**src/rtl/axis_upsizer.sv**
```systemverilog
// AXI4-Stream width upsizer: packs RATIO narrow beats (little-endian lanes)
// into one wide word, or passes single beats through in lane 0.
//
// Handshake contract: a beat moves on s_tvalid & s_tready, a word moves on
// m_tvalid & m_tready. s_tready depends only on reset state, m_tvalid and
// m_tready, never on s_tvalid/s_tlast. Once m_tvalid is high, m_tdata,
// m_tkeep and m_tlast hold until the word is taken.
module axis_upsizer #(
  parameter int S_WIDTH = 8,
  parameter int RATIO   = 4
) (
  input  logic                       clk,
  input  logic                       rst,
  input  logic                       upsizing,
  input  logic [S_WIDTH-1:0]         s_tdata,
  input  logic                       s_tvalid,
  input  logic                       s_tlast,
  output logic                       s_tready,
  output logic [S_WIDTH*RATIO-1:0]   m_tdata,
  output logic [RATIO-1:0]           m_tkeep,
  output logic                       m_tlast,
  output logic                       m_tvalid,
  input  logic                       m_tready
);

  localparam int M_WIDTH = S_WIDTH * RATIO;
  localparam int CW      = $clog2(RATIO) + 1;

  typedef enum logic {EMPTY = 1'b0, PACK = 1'b1} state_t;

  state_t             state_q, state_d;
  logic [CW-1:0]      cnt_q;
  logic [M_WIDTH-1:0] acc_q;
  logic [M_WIDTH-1:0] merged;
  logic [RATIO-1:0]   keep_new;
  logic               mode_q;
  logic               run_q;
  logic               eff_mode;
  logic               beat_acc;
  logic               completing;
  logic               load_out;
  logic               acc_en;

  // Ready only once out of reset and the output register is free or draining.
  assign s_tready = run_q & (~m_tvalid | m_tready);
  assign beat_acc = s_tvalid & s_tready;

  // The first beat of a word samples the live mode; later beats use the latched one.
  assign eff_mode   = (state_q == EMPTY) ? upsizing : mode_q;
  assign completing = (cnt_q == CW'(RATIO - 1)) | s_tlast | ~eff_mode;

  // Merge the current beat into its lane and build the keep mask for lanes 0..cnt.
  always_comb begin
    merged   = acc_q;
    keep_new = '0;
    for (int i = 0; i < RATIO; i++) begin
      if (cnt_q == CW'(i)) merged[i*S_WIDTH +: S_WIDTH] = s_tdata;
      if (CW'(i) <= cnt_q) keep_new[i] = 1'b1;
    end
  end

  // FSM state register.
  always_ff @(posedge clk or negedge rst) begin
    if (!rst) state_q <= EMPTY;
    else      state_q <= state_d;
  end

  // FSM next state: any completing beat returns to EMPTY, otherwise PACK.
  always_comb begin
    state_d = state_q;
    if (beat_acc) state_d = completing ? EMPTY : PACK;
  end

  // FSM outputs: either load the output register or grow the accumulator.
  always_comb begin
    load_out = 1'b0;
    acc_en   = 1'b0;
    if (beat_acc) begin
      load_out = completing;
      acc_en   = ~completing;
    end
  end

  // Accumulator, lane counter and latched mode.
  always_ff @(posedge clk or negedge rst) begin
    if (!rst) begin
      acc_q  <= '0;
      cnt_q  <= '0;
      mode_q <= 1'b0;
    end else if (beat_acc) begin
      if (state_q == EMPTY) mode_q <= upsizing;
      if (acc_en) begin
        acc_q <= merged;
        cnt_q <= cnt_q + 1'b1;
      end else begin
        acc_q <= '0;
        cnt_q <= '0;
      end
    end
  end

  // Output holding register; a new load replaces a word being accepted this cycle.
  always_ff @(posedge clk or negedge rst) begin
    if (!rst) begin
      run_q    <= 1'b0;
      m_tvalid <= 1'b0;
      m_tdata  <= '0;
      m_tkeep  <= '0;
      m_tlast  <= 1'b0;
    end else begin
      run_q <= 1'b1;
      if (load_out) begin
        m_tvalid <= 1'b1;
        m_tdata  <= merged;
        m_tkeep  <= keep_new;
        m_tlast  <= s_tlast;
      end else if (m_tready) begin
        m_tvalid <= 1'b0;
      end
    end
  end

endmodule

```
**config.mk**
```make
export PLATFORM = sky130hd
export DESIGN_NAME = axis_upsizer
export DESIGN_NICKNAME = d
export VERILOG_FILES = /design/src/rtl/axis_upsizer.sv
export SDC_FILE = /design/constraint.sdc
export NUM_CORES = 1
export LEC_CHECK = 0
export ABC_AREA = 0
export CAP_MARGIN = 5
export CORE_AREA = 5 5 88 90
export CTS_BUF_LIST = sky130_fd_sc_hd__clkbuf_8
export DETAILED_ROUTE_END_ITERATION = 7
export DIE_AREA = 0 0 93 95
export PLACE_DENSITY = 0.75
export RECOVER_POWER = 50
export REMOVE_ABC_BUFFERS = 1
export SYNTH_ARGS = -nofsm -noshare
export SYNTH_HDL_FRONTEND = slang
export SYNTH_SLANG_ARGS = --single-unit
export TNS_END_PERCENT = 50
```
**constraint.sdc**
```tcl
create_clock -name clk -period 2.2 [get_ports clk]
set_input_delay 0.22 -clock clk [delete_from_list [all_inputs] [get_ports clk]]
set_output_delay 0.22 -clock clk [all_outputs]
set_load 0.02 [all_outputs]
```
# After elaboration in Yosys (flattened, before gate mapping)
# Index checks and enable logic that the tools add are counted.
[totals] ff_bits=76 output_inout_bits=39 in_bits=14
[op_classes] add_sub_neg=1 reduce_logical=2 bitwise=8 eq_ne=3 n_lt_le_gt_ge=4 n_mux=16
[op_table] op="32-bit 2-to-1 mux" count=1
[op_table] op="8-bit 2-to-1 mux" count=4
[op_table] op="1-bit 2-to-1 mux" count=10
[op_table] op="3-bit by 2-bit == test with 1-bit output, second input constant" count=2
[op_table] op="1-bit by 3-bit <= comparator with 1-bit output, first input constant" count=2
[op_table] op="2-bit by 3-bit <= comparator with 1-bit output, first input constant" count=2
[op_table] op="3-bit by 1-bit adder with 3-bit output, second input constant" count=1
[op_table] op="3-bit by 1-bit == test with 1-bit output, second input constant" count=1
[op_table] op="3-bit logical NOT" count=1
[op_table] op="3-bit 2-to-1 mux" count=1
[op_table] op="1-bit NOT" count=3
[op_table] op="1-bit OR" count=3
[op_table] op="1-bit AND" count=2
[op_table] op="2-bit nonzero test" count=1

# Longest topological paths before layout
[depth] ltp_word=6 depth_mapped=7 mapped_depth_nobuf=5

# Worst setup path before layout
# No wires, ideal clock.
[synth_path] path_type="register to register" startpoint="register state_q" endpoint="register m_tdata[16]" t_arrival_ns=1.450 setup_slack_ns=0.629 n_path_buf=2 setup_time_ns=0.121 synth_period_minus_slack_ns=1.571 stages_incl_launch_ff=7 path_cell_list="dfrtp_1 > mux2_4 > a311o_1 > buf_6 > clkbuf_8 > nand2_1 > o21ai_2"
[synth_via] elab_chain_cells=4
[synth_lines] element="start, declared" line_no="31" source="state_t state_q, state_d;"
[synth_lines] element="start signal, assigned" line_no="65" source="else state_q <= state_d;"
[synth_lines] element="1-bit 2-to-1 mux"
[synth_lines] element="1-bit NOT" line_no="50" source="assign completing = (cnt_q == CW'(RATIO - 1)) | s_tlast | ~eff_mode;"
[synth_lines] element="1-bit OR" line_no="50"
[synth_lines] element="1-bit 2-to-1 mux" line_no="78" source="if (beat_acc) begin"
[synth_lines] element="end signal, assigned" line_no="114" source="m_tdata <= merged;"
[synth_lines] element="end, declared" line_no="19" source="output logic [S_WIDTH*RATIO-1:0] m_tdata,"
# Every way passes these cells.
# A chain may end at the register's enable or synchronous reset.

# Worst setup path in the final report
[layout_path] startpoint="register m_tvalid" endpoint="output port s_tready"
[layout_via] elab_chain_cells=3
[layout_lines] element="start, declared" line_no="22" source="output logic m_tvalid,"
[layout_lines] element="start signal, assigned" line_no="106" source="m_tvalid <= 1'b0;"
[layout_lines] element="start signal, assigned" line_no="113" source="m_tvalid <= 1'b1;"
[layout_lines] element="start signal, assigned" line_no="118" source="m_tvalid <= 1'b0;"
[layout_lines] element="1-bit NOT" line_no="45" source="assign s_tready = run_q & (~m_tvalid | m_tready);"
[layout_lines] element="1-bit OR" line_no="45"
[layout_lines] element="1-bit AND" line_no="45"
[layout_lines] element="end, declared" line_no="18" source="output logic s_tready,"
# Every way passes these cells.

==> reports/summary.log <==
INFO  run_status     run_status=finished clean
INFO  route          vias_per_cell=5.55
INFO  synth          yosysSeqAreaShare=56.2%
INFO  sta            slack_of_the_critical_path=0.372ns
INFO  worst_setup_path worstSetupEndpointType=primary output
INFO  finish         finish.net_count=361
INFO  worst_setup_path crit_family=buffers and inverters
INFO  floorplanning  floorplan.initialDensity=48.5%
INFO  worst_setup_path worst-r2r-cell-count=4
INFO  synth          synth_cells=290
INFO  hold_path      hold_start=m_tdata[16]$_DFFE_PN0P_
INFO  clock_tree     h_tree_depth=3
INFO  worst_setup_path crit_chain=nand2b_1 > and2_1 > clkdlybuf4s50_1
INFO  floorplanning  area_of_the_core=0.00698mm2
INFO  sta            setup_viol=0
INFO  clock_tree     cts-root-to-sink-buffers=2
INFO  placement      gp_congestion=0.817
INFO  worst_setup_path path_max_fanout=3
INFO  global_route   grt_first_pass_wirelength=12.3mm
INFO  route          drc_errors=0
INFO  route          post_route_wl=7.13mm
INFO  synth          mapped_avg_cell_area=11.7um2
INFO  sta            maxClockFrequency=547MHz
INFO  clock_tree     clock_tree_sinks=76
INFO  route          wire_per_inst=16.6um
INFO  power          powerDensity=924mW/mm2
INFO  synth          netlist-cell-type-count=39
INFO  finish         fill_cells=598
INFO  worst_setup_path number_of_buffer_and_inverter_instances_along_the_worst_setup_path=1
INFO  global_route   number_of_antenna_violations_at_the_first_check_in_global_routing=0
INFO  synth          synth_ff_type=dfrtp_1
INFO  finish         area_delta_synth_final=21.4%
INFO  sta            hold_violations_final=0
INFO  sta            drv_slew=0
INFO  synth          yosys-top-cells-count=76 x dfrtp_1, 57 x nand2_1, 25 x mux2i_1
INFO  worst_setup_path critPathLaunchType=flop
INFO  route          drt-initial-drc-count=163
INFO  synth          yosysWarnings=0
INFO  synth          async_reset_ff_share=100%
INFO  clock_tree     cts_post_setup_buffers_inserted=0
INFO  global_route   grt.overflow.total=0
INFO  route          drt_first_pass_iters=4
INFO  placement      dp_slack=0.304ns
INFO  sta            max_slew_margin=42.0%
INFO  finish         n_antenna_cell=0
INFO  sta            worst-slew-pin-transition=0.870ns
INFO  global_route   grt_pass1_vias=2425
INFO  floorplanning  die_height=95um
INFO  placement      port_buffers=52
INFO  finish         fin_util=58.9%
INFO  hold_path      min_to=m_tdata[16]$_DFFE_PN0P_
INFO  floorplanning  fp-row-count=31
INFO  worst_setup_path timing.critical_path.slowest_cell_delay=0.60ns
INFO  clock_tree     cts_made_buffers=9
INFO  floorplanning  top_level_ports=53
INFO  global_route   grt_usage=18.0%
INFO  global_route   grt_start_max_net_pins=44
INFO  power          vdd_drop_max=401uV
INFO  route          route.vias.total=2379
INFO  worst_setup_path cp_data_arrival_time=1.61ns
INFO  synth          yosys.cell_count.top_type=dfrtp_1
INFO  clock_tree     tritoncts=yes
INFO  sta            final_min_period_over_clock_period=83.1%
INFO  synth          synth.top_cells.by_area=dfrtp_1 56%, mux2i_1 7.4%, nand2_1 6.3%, o21ai_2 6.2%, o31ai_1 5.3%
INFO  hold_path      worst_hold_path_type=flop to flop
INFO  flow_run       timing.max_cap.violations=0
INFO  synth          netlist_area=0.00339mm2
INFO  synth          ys_ff_latch=76
INFO  worst_setup_path required=1.98ns
INFO  clock_tree     clock_insertion_delay_worst_skew=0.34ns
INFO  floorplanning  horizontal_die_dimension=93um
INFO  worst_setup_path worstReg2RegStart=cnt_q[2]$_DFFE_PN0P_
INFO  clock_tree     clkTransAtPathRegs=0.07ns
INFO  finish         ratio_of_cells_with_drive_above_1_in_the_final_layout=17.6%
INFO  sta            finClkSkew=0.0102ns
INFO  worst_setup_path regToRegSetupSlack=0.38ns
INFO  floorplanning  dieArea=0.00884mm2
INFO  power          power=3.80mW
INFO  sta            rsz0062_at_grt=false
INFO  worst_setup_path end_of_the_worst_register_to_register_path=acc_q[2]$_DFFE_PN0P_
INFO  placement      dp_hpwl=4.89mm
INFO  clock_tree     clockRootBuffer=clkbuf_8
INFO  sta            finalCriticalPeriod=1.83ns
INFO  synth          count_of_flip_flops_with_a_built_in_enable_after_synthesis=0
INFO  worst_setup_path highest_delay_cell_along_the_critical_path=clkdlybuf4s50_1
INFO  worst_setup_path crit_type=flop to primary output
INFO  synth          synth_top_area_share=56.2%
INFO  synth          synth_top_area_cell=dfrtp_1
INFO  worst_setup_path crit_start=m_tvalid$_DFFE_PN0P_
INFO  sta            setup_total_negative_slack=0ns
INFO  hold_path      hold_path_cells=2
INFO  power          lkg_pwr=1.98nW
INFO  route          drtAntennaViolNets=0
-- cell type report --
cell class	instances	area [um2]	area share, %
Sequential cell	76	1900	46.2
Clock buffer	10	138	3.35
Inverter	3	11.3	0.274
Timing Repair Buffer	64	629	15.3
Clock inverter	4	20.0	0.487
Multi-Input combinational cell	190	1310	31.9
Tap cell	82	103	2.49
-- layer usage --
metal	GRT usage, %	vias to the layer above	part of all wire (%)
met5	0	-	0
met4	6.96	0	1.6
met3	3.67	11	4.4
met2	28.7	57	48
met1	24.4	1164	46
li1	-	1147	-
-- kinds of logic (layout without fill, tap and decap cells) --
family,count (synthesis),in the layout,share of synthesized area (%)
fa+ha+maj,3,3,1.11
simple gates,81,81,11.4
other cells,1,1,0.111
compound gates,78,78,17.8
flops,76,76,56.2
buf+inv,24,81,5.21
mux,27,27,8.16
-- sequential cells by signal (all words and copies together), names as in the netlist --
register and cells:
mode_q 1, run_q 1, cnt_q 3, acc_q 32
m_tvalid 1, m_tdata 32, m_tlast 1, m_tkeep 4
state_q 1
-- worst register-to-register path: cells and delay by family, from the launching register on --
| family | cells | cell delay (ns) |
|---|---|---|
| and+or+nand+nor | 2 | 0.63 |
| DFF | 1 | 0.53 |
| buffers and inverters | 1 | 0.28 |
| AOI/OAI and AO/OA | 1 | 0.28 |
-- how the worst max path moves through the flow --
stage	endpoint	cells after the start	slack, ns
after floorplan	acc_q[30]$_DFFE_PN0P_	3	-0.58
after global placement	acc_q[31]$_DFFE_PN0P_	5	0.34
after detailed placement	acc_q[30]$_DFFE_PN0P_	5	0.30
after CTS	s_tready	3	0.35
after global routing	m_tvalid$_DFFE_PN0P_	3	0.20
final	s_tready	3	0.37
-- what timing repair did --
action | in CTS | in global routing
gates resized for setup | 0 | 0
endpoints found under the hold margin | 35 | 0
hold buffers | 1 | 0
-- where the power goes --
group          internal (mW)  switching (mW)  leakage, nW  total (mW)
logic                  0.523           0.643        0.889        1.17
clock network          0.418           0.484       0.0866       0.902
registers               1.60           0.130         1.01        1.73
-- placed cells by master, fill, tap and decap left out, types with 3 or more instances in the layout --
cell	count
o21ai_0	4
ha_1	3
o21ai_1	3
dfrtp_1	76
and2_4	6
buf_4	7
o31ai_1	24
clkdlybuf4s50_1	34
dlygate4sd3_1	18
inv_1	5
a2bb2oi_1	8
clkbuf_8	10
o22ai_1	9
mux2i_1	25
nor2_1	3
nand2_1	57
o21ai_2	24
-- per-stage QoR --
step / cell area [um2] / hold slack (ns) / std cells
6_report: 4110 / 0.472 / 429
5_1_grt: 4110 / 0.505 / 429
4_1_cts: 4140 / 0.384 / 429
3_5_place_dp: 3970 / 0.210 / 414
3_3_place_gp: 3970 / 0.208 / 414
2_1_floorplan: 3220 / -0.0756 / 269
Note: power is estimated with default switching activity, not from simulation.
